[src/rtl/mips_cpu_harvard_pkg.sv]
// Shared definitions for the Harvard MIPS core: HI/LO multiply/divide op
// codes, sequencer states and iteration count, plus a magnitude helper.
package mips_cpu_harvard_pkg;

   typedef enum logic [2:0] {
      OP_MULT  = 3'd0,
      OP_MULTU = 3'd1,
      OP_DIV   = 3'd2,
      OP_DIVU  = 3'd3,
      OP_MTHI  = 3'd4,
      OP_MTLO  = 3'd5
   } muldiv_op_t;

   typedef enum logic [1:0] {
      ST_IDLE = 2'd0,
      ST_MUL  = 2'd1,
      ST_DIV  = 2'd2,
      ST_FIX  = 2'd3
   } muldiv_state_t;

   localparam int unsigned MULDIV_ITERATIONS = 32;

   // Two's-complement magnitude; 0x8000_0000 maps to itself (unsigned 2^31).
   function automatic logic [31:0] mag32(input logic [31:0] x);
      return x[31] ? -x : x;
   endfunction

endpackage

[src/rtl/mips_cpu_harvard_muldiv.sv]
// Iterative multiply/divide sequencer owning the HI/LO pair.
// MULT/MULTU: 32 shift-add steps; DIV/DIVU: 32 restoring steps; one FIX
// cycle applies signs and writes HI/LO. MTHI/MTLO write in one cycle.
// Macro MIPS_CPU_HARVARD_MULDIV_DIV_EN enables the divider; when undefined
// DIV/DIVU are ignored like unused op codes.
module mips_cpu_harvard_muldiv
   import mips_cpu_harvard_pkg::*;
(
   input  logic        clk,
   input  logic        reset,
   input  logic        start,
   input  logic [2:0]  op,
   input  logic [31:0] A,
   input  logic [31:0] B,
   output logic        busy,
   output logic        done,
   output logic [31:0] hi,
   output logic [31:0] lo
);

   muldiv_state_t state;
   muldiv_op_t    op_e;
   logic [5:0]    cnt;
   logic [63:0]   prod;      // product, or {remainder, quotient} while dividing
   logic [31:0]   a_reg;
   logic [31:0]   b_reg;
   logic          neg_res;
   logic          op_signed;
   logic [32:0]   mul_sum;
   logic [63:0]   mul_next;
   logic [63:0]   mul_fix;

`ifdef MIPS_CPU_HARVARD_MULDIV_DIV_EN
   logic          is_div;
   logic          neg_rem;
   logic [32:0]   div_tmp;
   logic          div_ge;
   logic [31:0]   div_rem;
   logic [63:0]   div_next;
   logic [31:0]   div_q_fix;
   logic [31:0]   div_r_fix;
`endif

   assign op_e      = muldiv_op_t'(op);
   assign op_signed = (op_e == OP_MULT) || (op_e == OP_DIV);

   // Step and sign-fix datapath for the current register contents.
   always_comb begin
      mul_sum  = {1'b0, prod[63:32]} + (prod[0] ? {1'b0, a_reg} : 33'd0);
      mul_next = {mul_sum, prod[31:1]};
      mul_fix  = neg_res ? -prod : prod;
`ifdef MIPS_CPU_HARVARD_MULDIV_DIV_EN
      div_tmp   = {prod[63:32], prod[31]};
      div_ge    = div_tmp >= {1'b0, b_reg};
      div_rem   = div_ge ? (div_tmp[31:0] - b_reg) : div_tmp[31:0];
      div_next  = {div_rem, prod[30:0], div_ge};
      div_r_fix = neg_rem ? -prod[63:32] : prod[63:32];
      if (b_reg == '0)
         div_q_fix = '1;
      else
         div_q_fix = neg_res ? -prod[31:0] : prod[31:0];
`endif
   end

   // Sequencer FSM with registered busy/done and the HI/LO registers.
   always_ff @(posedge clk) begin
      if (reset) begin
         state   <= ST_IDLE;
         cnt     <= '0;
         prod    <= '0;
         a_reg   <= '0;
         b_reg   <= '0;
         neg_res <= 1'b0;
         hi      <= '0;
         lo      <= '0;
         busy    <= 1'b0;
         done    <= 1'b0;
`ifdef MIPS_CPU_HARVARD_MULDIV_DIV_EN
         is_div  <= 1'b0;
         neg_rem <= 1'b0;
`endif
      end else begin
         done <= 1'b0;
         case (state)
            ST_IDLE: begin
               if (start) begin
                  case (op_e)
                     OP_MULT, OP_MULTU: begin
                        a_reg   <= op_signed ? mag32(A) : A;
                        b_reg   <= op_signed ? mag32(B) : B;
                        prod    <= {32'd0, (op_signed ? mag32(B) : B)};
                        neg_res <= op_signed && (A[31] ^ B[31]);
                        cnt     <= '0;
                        busy    <= 1'b1;
                        state   <= ST_MUL;
`ifdef MIPS_CPU_HARVARD_MULDIV_DIV_EN
                        is_div  <= 1'b0;
`endif
                     end
`ifdef MIPS_CPU_HARVARD_MULDIV_DIV_EN
                     OP_DIV, OP_DIVU: begin
                        a_reg   <= op_signed ? mag32(A) : A;
                        b_reg   <= op_signed ? mag32(B) : B;
                        prod    <= {32'd0, (op_signed ? mag32(A) : A)};
                        neg_res <= op_signed && (A[31] ^ B[31]);
                        neg_rem <= op_signed && A[31];
                        is_div  <= 1'b1;
                        cnt     <= '0;
                        busy    <= 1'b1;
                        state   <= ST_DIV;
                     end
`endif
                     OP_MTHI: hi <= A;
                     OP_MTLO: lo <= A;
                     default: ;
                  endcase
               end
            end
            ST_MUL: begin
               prod <= mul_next;
               cnt  <= cnt + 6'd1;
               if (cnt == 6'(MULDIV_ITERATIONS - 1))
                  state <= ST_FIX;
            end
`ifdef MIPS_CPU_HARVARD_MULDIV_DIV_EN
            ST_DIV: begin
               prod <= div_next;
               cnt  <= cnt + 6'd1;
               if (cnt == 6'(MULDIV_ITERATIONS - 1))
                  state <= ST_FIX;
            end
`endif
            ST_FIX: begin
`ifdef MIPS_CPU_HARVARD_MULDIV_DIV_EN
               if (is_div) begin
                  hi <= div_r_fix;
                  lo <= div_q_fix;
               end else begin
                  hi <= mul_fix[63:32];
                  lo <= mul_fix[31:0];
               end
`else
               hi <= mul_fix[63:32];
               lo <= mul_fix[31:0];
`endif
               busy  <= 1'b0;
               done  <= 1'b1;
               state <= ST_IDLE;
            end
            default: state <= ST_IDLE;
         endcase
      end
   end

endmodule

[config.mk]
export PLATFORM = sky130hd
export DESIGN_NAME = mips_cpu_harvard_muldiv
export DESIGN_NICKNAME = d
export VERILOG_FILES = /design/src/rtl/mips_cpu_harvard_pkg.sv /design/src/rtl/mips_cpu_harvard_muldiv.sv
export SDC_FILE = /design/constraint.sdc
export NUM_CORES = 1
export LEC_CHECK = 0
export CORE_MARGIN = 2
export CORE_UTILIZATION = 40
export DETAILED_ROUTE_END_ITERATION = 16
export HOLD_SLACK_MARGIN = 0.03
export PLACE_DENSITY_LB_ADDON = 0.1
export SYNTH_ARGS = -nofsm -noshare
export SYNTH_HDL_FRONTEND = slang
export SYNTH_SLANG_ARGS = --single-unit
[constraint.sdc]
create_clock -name clk -period 5 [get_ports clk]
set_clock_uncertainty 0.15 [all_clocks]
set_input_delay 0.75 -clock clk [delete_from_list [all_inputs] [get_ports clk]]
set_output_delay 0.75 -clock clk [all_outputs]
set_load 0.005 [all_outputs]
==> results.py <==
metrics = {
    "run_status": {
        "outcome": "finished, final reports clean",
    },
    "critical_path": {
        "crit_type": "reg2reg",
        "arrival_ns": 3.79,
        "rr_endpoint": "prod[59]$_SDFFE_PP0P_",
        "crit_chain": "buf_4 -> and2_1 -> ha_1 -> o21ai_0 -> a21oi_1 -> a2111oi_0 -> o2bb2ai_1 -> o21a_1 -> a41o_1 -> xor2_1 -> a22o_1",
        "start_kind": "flip-flop",
        "cpPeakStageDelay_ns": 0.73,
        "cp_max_fo": 27,
        "r2r_start": "prod[0]$_SDFFE_PP0P_",
        "critical_path_buf_inv_count": 1,
        "r2r_cells": 11,
        "end_kind": "flip-flop",
        "crit_family": "compound AO/OA/AOI/OAI gates",
        "rrSetupSlack_ns": 1.40,
        "critical-path-slowest-cell": "a2111oi_0",
        "required_ns": 5.19,
    },
    "clock_tree": {
        "postCtsSetupBuffers": 0,
        "cts_tree": "done",
        "clock-sinks": 171,
        "cts_made_buffers": 17,
        "clockRootBuffer": "clkbuf_16",
        "clkTransAtPathRegs_ns": 0.08,
        "cts_hold_buf": 0,
        "post_cts_resized": 0,
        "clk-insertion-delay-late_ns": 0.45,
        "h-tree-depth": 4,
        "cts_max_path_buffers": 2,
    },
    "sta": {
        "slew_violations": 0,
        "hold_viol_final": 0,
        "tightest_slew_ns": 1.26,
        "finalSetupViolations": 0,
        "fmax_mhz": 278,
        "hold_ws_ns": 0.312,
        "timing.final.crit_share_pct": 72.0,
        "setup_tns_ns": 0,
        "rsz0062_at_grt": "false",
        "max_slew_margin_pct": 16.1,
        "period_needed_ns": 3.60,
    },
    "cells_and_area": {
        "area_delta_synth_final_pct": 19.0,
        "mostFrequentLayoutCell": "dfxtp_1",
        "final_util_pct": 48.4,
        "drive_gt1_share_pct": 5.40,
        "largest_register_ffs": 64,
        "fin_area_um2": 13100,
        "top_register": "prod",
        "mostFrequentLayoutCells": "dfxtp_1 (170), nor2_1 (165), clkdlybuf4s50_1 (134)",
        "final_nets": 1538,
    },
    "route": {
        "drc_errors": 0,
        "ant_nets": 0,
        "routed_wl_um": 36100,
        "viasPerCell": 5.81,
        "drt-initial-drc-count": 909,
        "num_vias": 10372,
        "dr.pass1.iters": 8,
        "wl_per_cell_um": 20.2,
    },
    "die": {
        "die_y_um": 170,
        "die-area_um2": 28800,
        "fp.dieW_um": 170,
        "core-area_um2": 27000,
        "fp-row-count": 60,
        "ios": 136,
        "start_util_pct": 40.7,
    },
    "global_routing": {
        "antenna_found_initial": 0,
        "grt_max_degree": 78,
        "grt_usage_pct": 25.0,
        "grt_pass1_wl_um": 56300,
        "grt_pass1_vias": 9748,
        "gr-total-overflow": 0,
    },
    "yosys": {
        "ys_seq_elements": 171,
        "yosys_warnings": 0,
        "syn-num-nets": 1464,
        "postSynthAreaPerCell_um2": 8.09,
        "synth_edf_count": 0,
        "synth_area_um2": 11000,
        "async_flop_share_pct": 0,
        "yosysSeqAreaShare_pct": 31.2,
        "syn_inst": 1357,
        "synth.distinct_cells": 74,
        "synth_flop_cell": "dfxtp_1",
    },
    "hold_path": {
        "hp-class": "reg2reg",
        "hold-path-endpoint": "a_reg[0]$_SDFFE_PP0P_",
        "worstHoldStart": "a_reg[0]$_SDFFE_PP0P_",
        "min_path_cells": 2,
    },
    "placement": {
        "globalplace.congestion": 0.869,
        "placed_area_um2": 12500,
        "portBuffers": 135,
        "hpwl_um": 26500,
    },
    "pwr": {
        "total_power_uw": 3220,
        "power.leakage_uw": 0.00496,
        "p_per_area_nw_per_um2": 247,
        "peakVddDrop_mv": 0.220,
    },
    "job": {
        "maxCapViolCount": 0,
    },
}
[power by group]
part | internal, uW | total (uW) | switching [uW]
logic | 199 | 490 | 292
clock network | 658 | 1300 | 642
registers | 1400 | 1430 | 35.8
[cell type report]
| type | count | area [um2] |
|---|---|---|
| Inverter | 20 | 75.1 |
| Fill cell | 2686 | 13900 |
| Antenna cell | 1 | 2.50 |
| Multi-Input combinational cell | 1073 | 7120 |
| Clock buffer | 18 | 429 |
| Clock inverter | 14 | 131 |
| Sequential cell | 171 | 3420 |
| Timing Repair Buffer | 148 | 1450 |
| Tap cell | 341 | 427 |
[worst max-delay path by stage]
stage | from | end | depth (start not counted)
6_report | prod[0]$_SDFFE_PP0P_ | prod[59]$_SDFFE_PP0P_ | 11
5_1_grt | prod[0]$_SDFFE_PP0P_ | prod[61]$_SDFFE_PP0P_ | 11
4_1_cts | prod[0]$_SDFFE_PP0P_ | prod[59]$_SDFFE_PP0P_ | 11
3_5_place_dp | B[7] | prod[27]$_SDFFE_PP0P_ | 9
3_3_place_gp | B[7] | prod[27]$_SDFFE_PP0P_ | 9
2_1_floorplan | B[9] | prod[27]$_SDFFE_PP0P_ | 8
[through the flow]
stage,std cells,worst slack (ns)
after floorplan,1357,1.96
after global placement,1753,1.25
after detailed placement,1753,1.22
after CTS,1785,1.48
after global routing,1785,1.17
final,1786,1.40
[per-layer routing]
layer	GRT usage, %	part of all wire (%)	vias up
met5	0	0	-
met4	7.10	1.8	0
met3	3.64	5.1	46
met2	40.5	46	288
met1	34.5	47	4912
li1	-	-	5126
[synthesized netlist by cell type, drive strengths merged (25+ instances only)]
| library cell | instances | share of area (%) |
|---|---|---|
| a211oi | 53 | 3.7 |
| o22ai | 29 | 1.7 |
| nor3 | 25 | 1.1 |
| mux2i | 43 | 3.9 |
| xor2 | 71 | 5.7 |
| a21oi | 57 | 2.6 |
| o31ai | 34 | 2.3 |
| a222oi | 29 | 2.6 |
| xnor2 | 73 | 5.8 |
| dfxtp | 171 | 31 |
| nand3 | 25 | 1.1 |
| nand2 | 111 | 3.8 |
| o21ai | 79 | 3.6 |
| nor2 | 167 | 5.7 |
| and2 | 36 | 2.1 |
| ha | 36 | 4.1 |
| clkbuf | 81 | 2.9 |
[cell families (layout without fill, tap and decap cells)]
group | Yosys count | after routing | share of synthesized area [%]
AO/OA/AOI/OAI | 382 | 382 | 24.3
XOR/XNOR | 144 | 144 | 11.5
adder cells (fa/ha/maj) | 37 | 37 | 4.29
buffers and inverters | 113 | 200 | 4.14
flip-flops | 171 | 171 | 31.2
multiplexers | 43 | 43 | 3.92
other | 0 | 1 | 0
AND/OR/NAND/NOR | 467 | 467 | 20.7
[worst register-to-register path: stages (launching register included)]
cell and delay (ns):
dfxtp_1 0.57, buf_4 0.33, and2_1 0.16, ha_1 0.26, o21ai_0 0.09, a21oi_1 0.12, a2111oi_0 0.73, o2bb2ai_1 0.25
o21a_1 0.27, a41o_1 0.24, xor2_1 0.14, a22o_1 0.20
(Power assumes the default switching activity.)
==> RTL edit, RTL diff (same flow settings) <==
Encoding of `muldiv_state_t`: now one-hot (4 bits for 4 states).
--- a/src/rtl/mips_cpu_harvard_pkg.sv
+++ b/src/rtl/mips_cpu_harvard_pkg.sv
@@ -13,7 +13,7 @@
 
-   typedef enum logic [1:0] {
-      ST_IDLE = 2'd0,
-      ST_MUL  = 2'd1,
-      ST_DIV  = 2'd2,
-      ST_FIX  = 2'd3
+   typedef enum logic [3:0] {
+      ST_IDLE = 4'b0001,
+      ST_MUL  = 4'b0010,
+      ST_DIV  = 4'b0100,
+      ST_FIX  = 4'b1000
    } muldiv_state_t;
Behaviour: same outputs for any inputs over 4 cycles, from zero or initial values and one cycle with reset high; so few cycles prove little.
==> RTL edit against the unedited design <==
Synthesized area increased by 1.8%; cell count increased by 7.1%; worst hold slack improved by 6.0 ps; non-clock buffer count increased by 7; clock power increased by 3%; design area increased by 2.5%; routed wire length increased by 11%; power increased by 1.5%; count of clock-buffer cells in the layout decreased by 1; sequential cell count increased by 1; worst setup slack got worse by 20 ps; critical path type unchanged; largest cell class unchanged.
==> RTL edit: results (changes against the unedited design) <==
[clock_network]
cts_buffers=17  ; unchanged
clk_pin_slew_ps=80  ; about the same
ctsResizeCount=0  ; unchanged
clk_latency_ps=450  ; about the same

[hold_path]
holdPathEnd=a_reg[0]
min_path_cells=2  ; unchanged
min-delay-start=a_reg[0]

[sta]
worst_pin_slew_ps=1110  ; -148 ps
min_period_over_period=0.724  ; +0.00407

[synth]
ys_seq_area_frac=0.308  ; -0.00380
synth_common_cells=194 x nor2_1, 172 x dfxtp_1, 122 x nand2_1
synth.distinct_cells=72  ; -2.7%
yosysWarningCount=0  ; unchanged
synthTopCellsByArea=dfxtp_1 31%, nor2_1 6.5%, xnor2_1 4.7%, a21oi_1 4.3%, nand2_1 4.1%
synth_nets=1546  ; +5.6%

[setup_path]
r2r_start=prod[0]
start_kind=flop
crit_end=prod[62]
cp.arrival_ps=3800  ; about the same
r2r_cells=10  ; -1
r2r_setup_slack_ps=1380  ; -20 ps
reg2reg_to=prod[62]
worst-path-max-fanout=29  ; +7.4%

[finish]
nFillCells=2806  ; +4.5%
diodes=0  ; -1
regMostFlops=prod
largest_reg_flops=64  ; unchanged
drive_above_1_share=0.0587  ; +0.00465
final_nets=1628  ; +5.9%

[place]
hpwl_um=28900  ; +9.0%
numPortBuffers=135  ; unchanged
gp_congestion=0.883  ; +1.7%
pre_cts_slack_ps=1090  ; -128 ps

[drt]
wl_um=39900  ; +11%
dr.pass1.iters=5  ; -3
drt-initial-drc-count=955  ; +5.1%
via_per_inst=5.95  ; +2.4%

[global_route]
grt_pass1_wl_um=61300  ; +8.9%
grt_max_degree=71  ; -9.0%
grt_pass1_vias=10720  ; +10%
grt_util_all_layers=0.271  ; +0.0211

[power_and_ir_drop]
power.leakage_nw=4.85  ; -2.3%
swShare=0.304  ; +0.00321
ir_worst_vdd_mv=0.248  ; +13%
p_comb_frac=0.145  ; -0.007

[status]
status=complete, no violations

[RTL edit: cell count changes after synthesis, sizes merged, moves of 17 or more]
cell	change
a21oi	+38
a222oi	-29
nor2	+27
mux2i	-21
o221ai	+19
xor2	-19
nor3	+18
o31ai	-17
[RTL edit: through the flow]
step                hold WS, ps   util  area [µm²]  std cells  total power [mW]
finish                      318  0.484       13400       1912              3.27
global route                341  0.484       13400       1912              3.39
CTS                         314  0.484       13400       1912              3.29
detailed placement          302  0.463       12800       1880              1.96
global placement            295  0.463       12800       1880              1.96
floorplan                   277      -       11200       1439              1.74
[RTL edit: area by class of cell]
type                            count  area [µm²]  area share
Multi-Input combinational cell   1149        7290       0.545
Sequential cell                   172        3440       0.257
Timing Repair Buffer              155        1500       0.112
Tap cell                          378         473      0.0354
Clock buffer                       17         425      0.0318
Clock inverter                     15         153      0.0114
Inverter                           26        97.6     0.00730
[RTL edit: cells by family after synthesis]
| kind of cell | Yosys count | share of synthesized area |
|---|---|---|
| muxes | 23 | 0.0207 |
| buffers and inverters | 118 | 0.0403 |
| xor gates and xnor gates | 112 | 0.0878 |
| and+or+nand+nor | 559 | 0.250 |
| DFF | 172 | 0.308 |
| AOI/OAI and AO/OA | 418 | 0.251 |
| adders and majority gates | 37 | 0.0421 |
[RTL edit: metal layers]
layer  vias to the layer above  share of wire  track usage
li1                       5468              -            -
met1                      5503           0.46        0.364
met2                       327           0.46        0.435
met4                         0          0.034        0.112
met5                         -              0            0
met3                        72          0.046       0.0384
[RTL edit: critical path, cell delays in order (launching register included)]
cell and delay (ps):
dfxtp_1 480, buf_4 310, and2_1 170, ha_1 280
a2111oi_0 380, o21ai_0 240, a31oi_1 370, o21ai_0 300
o211ai_1 530, and3_1 220, o21ai_0 90
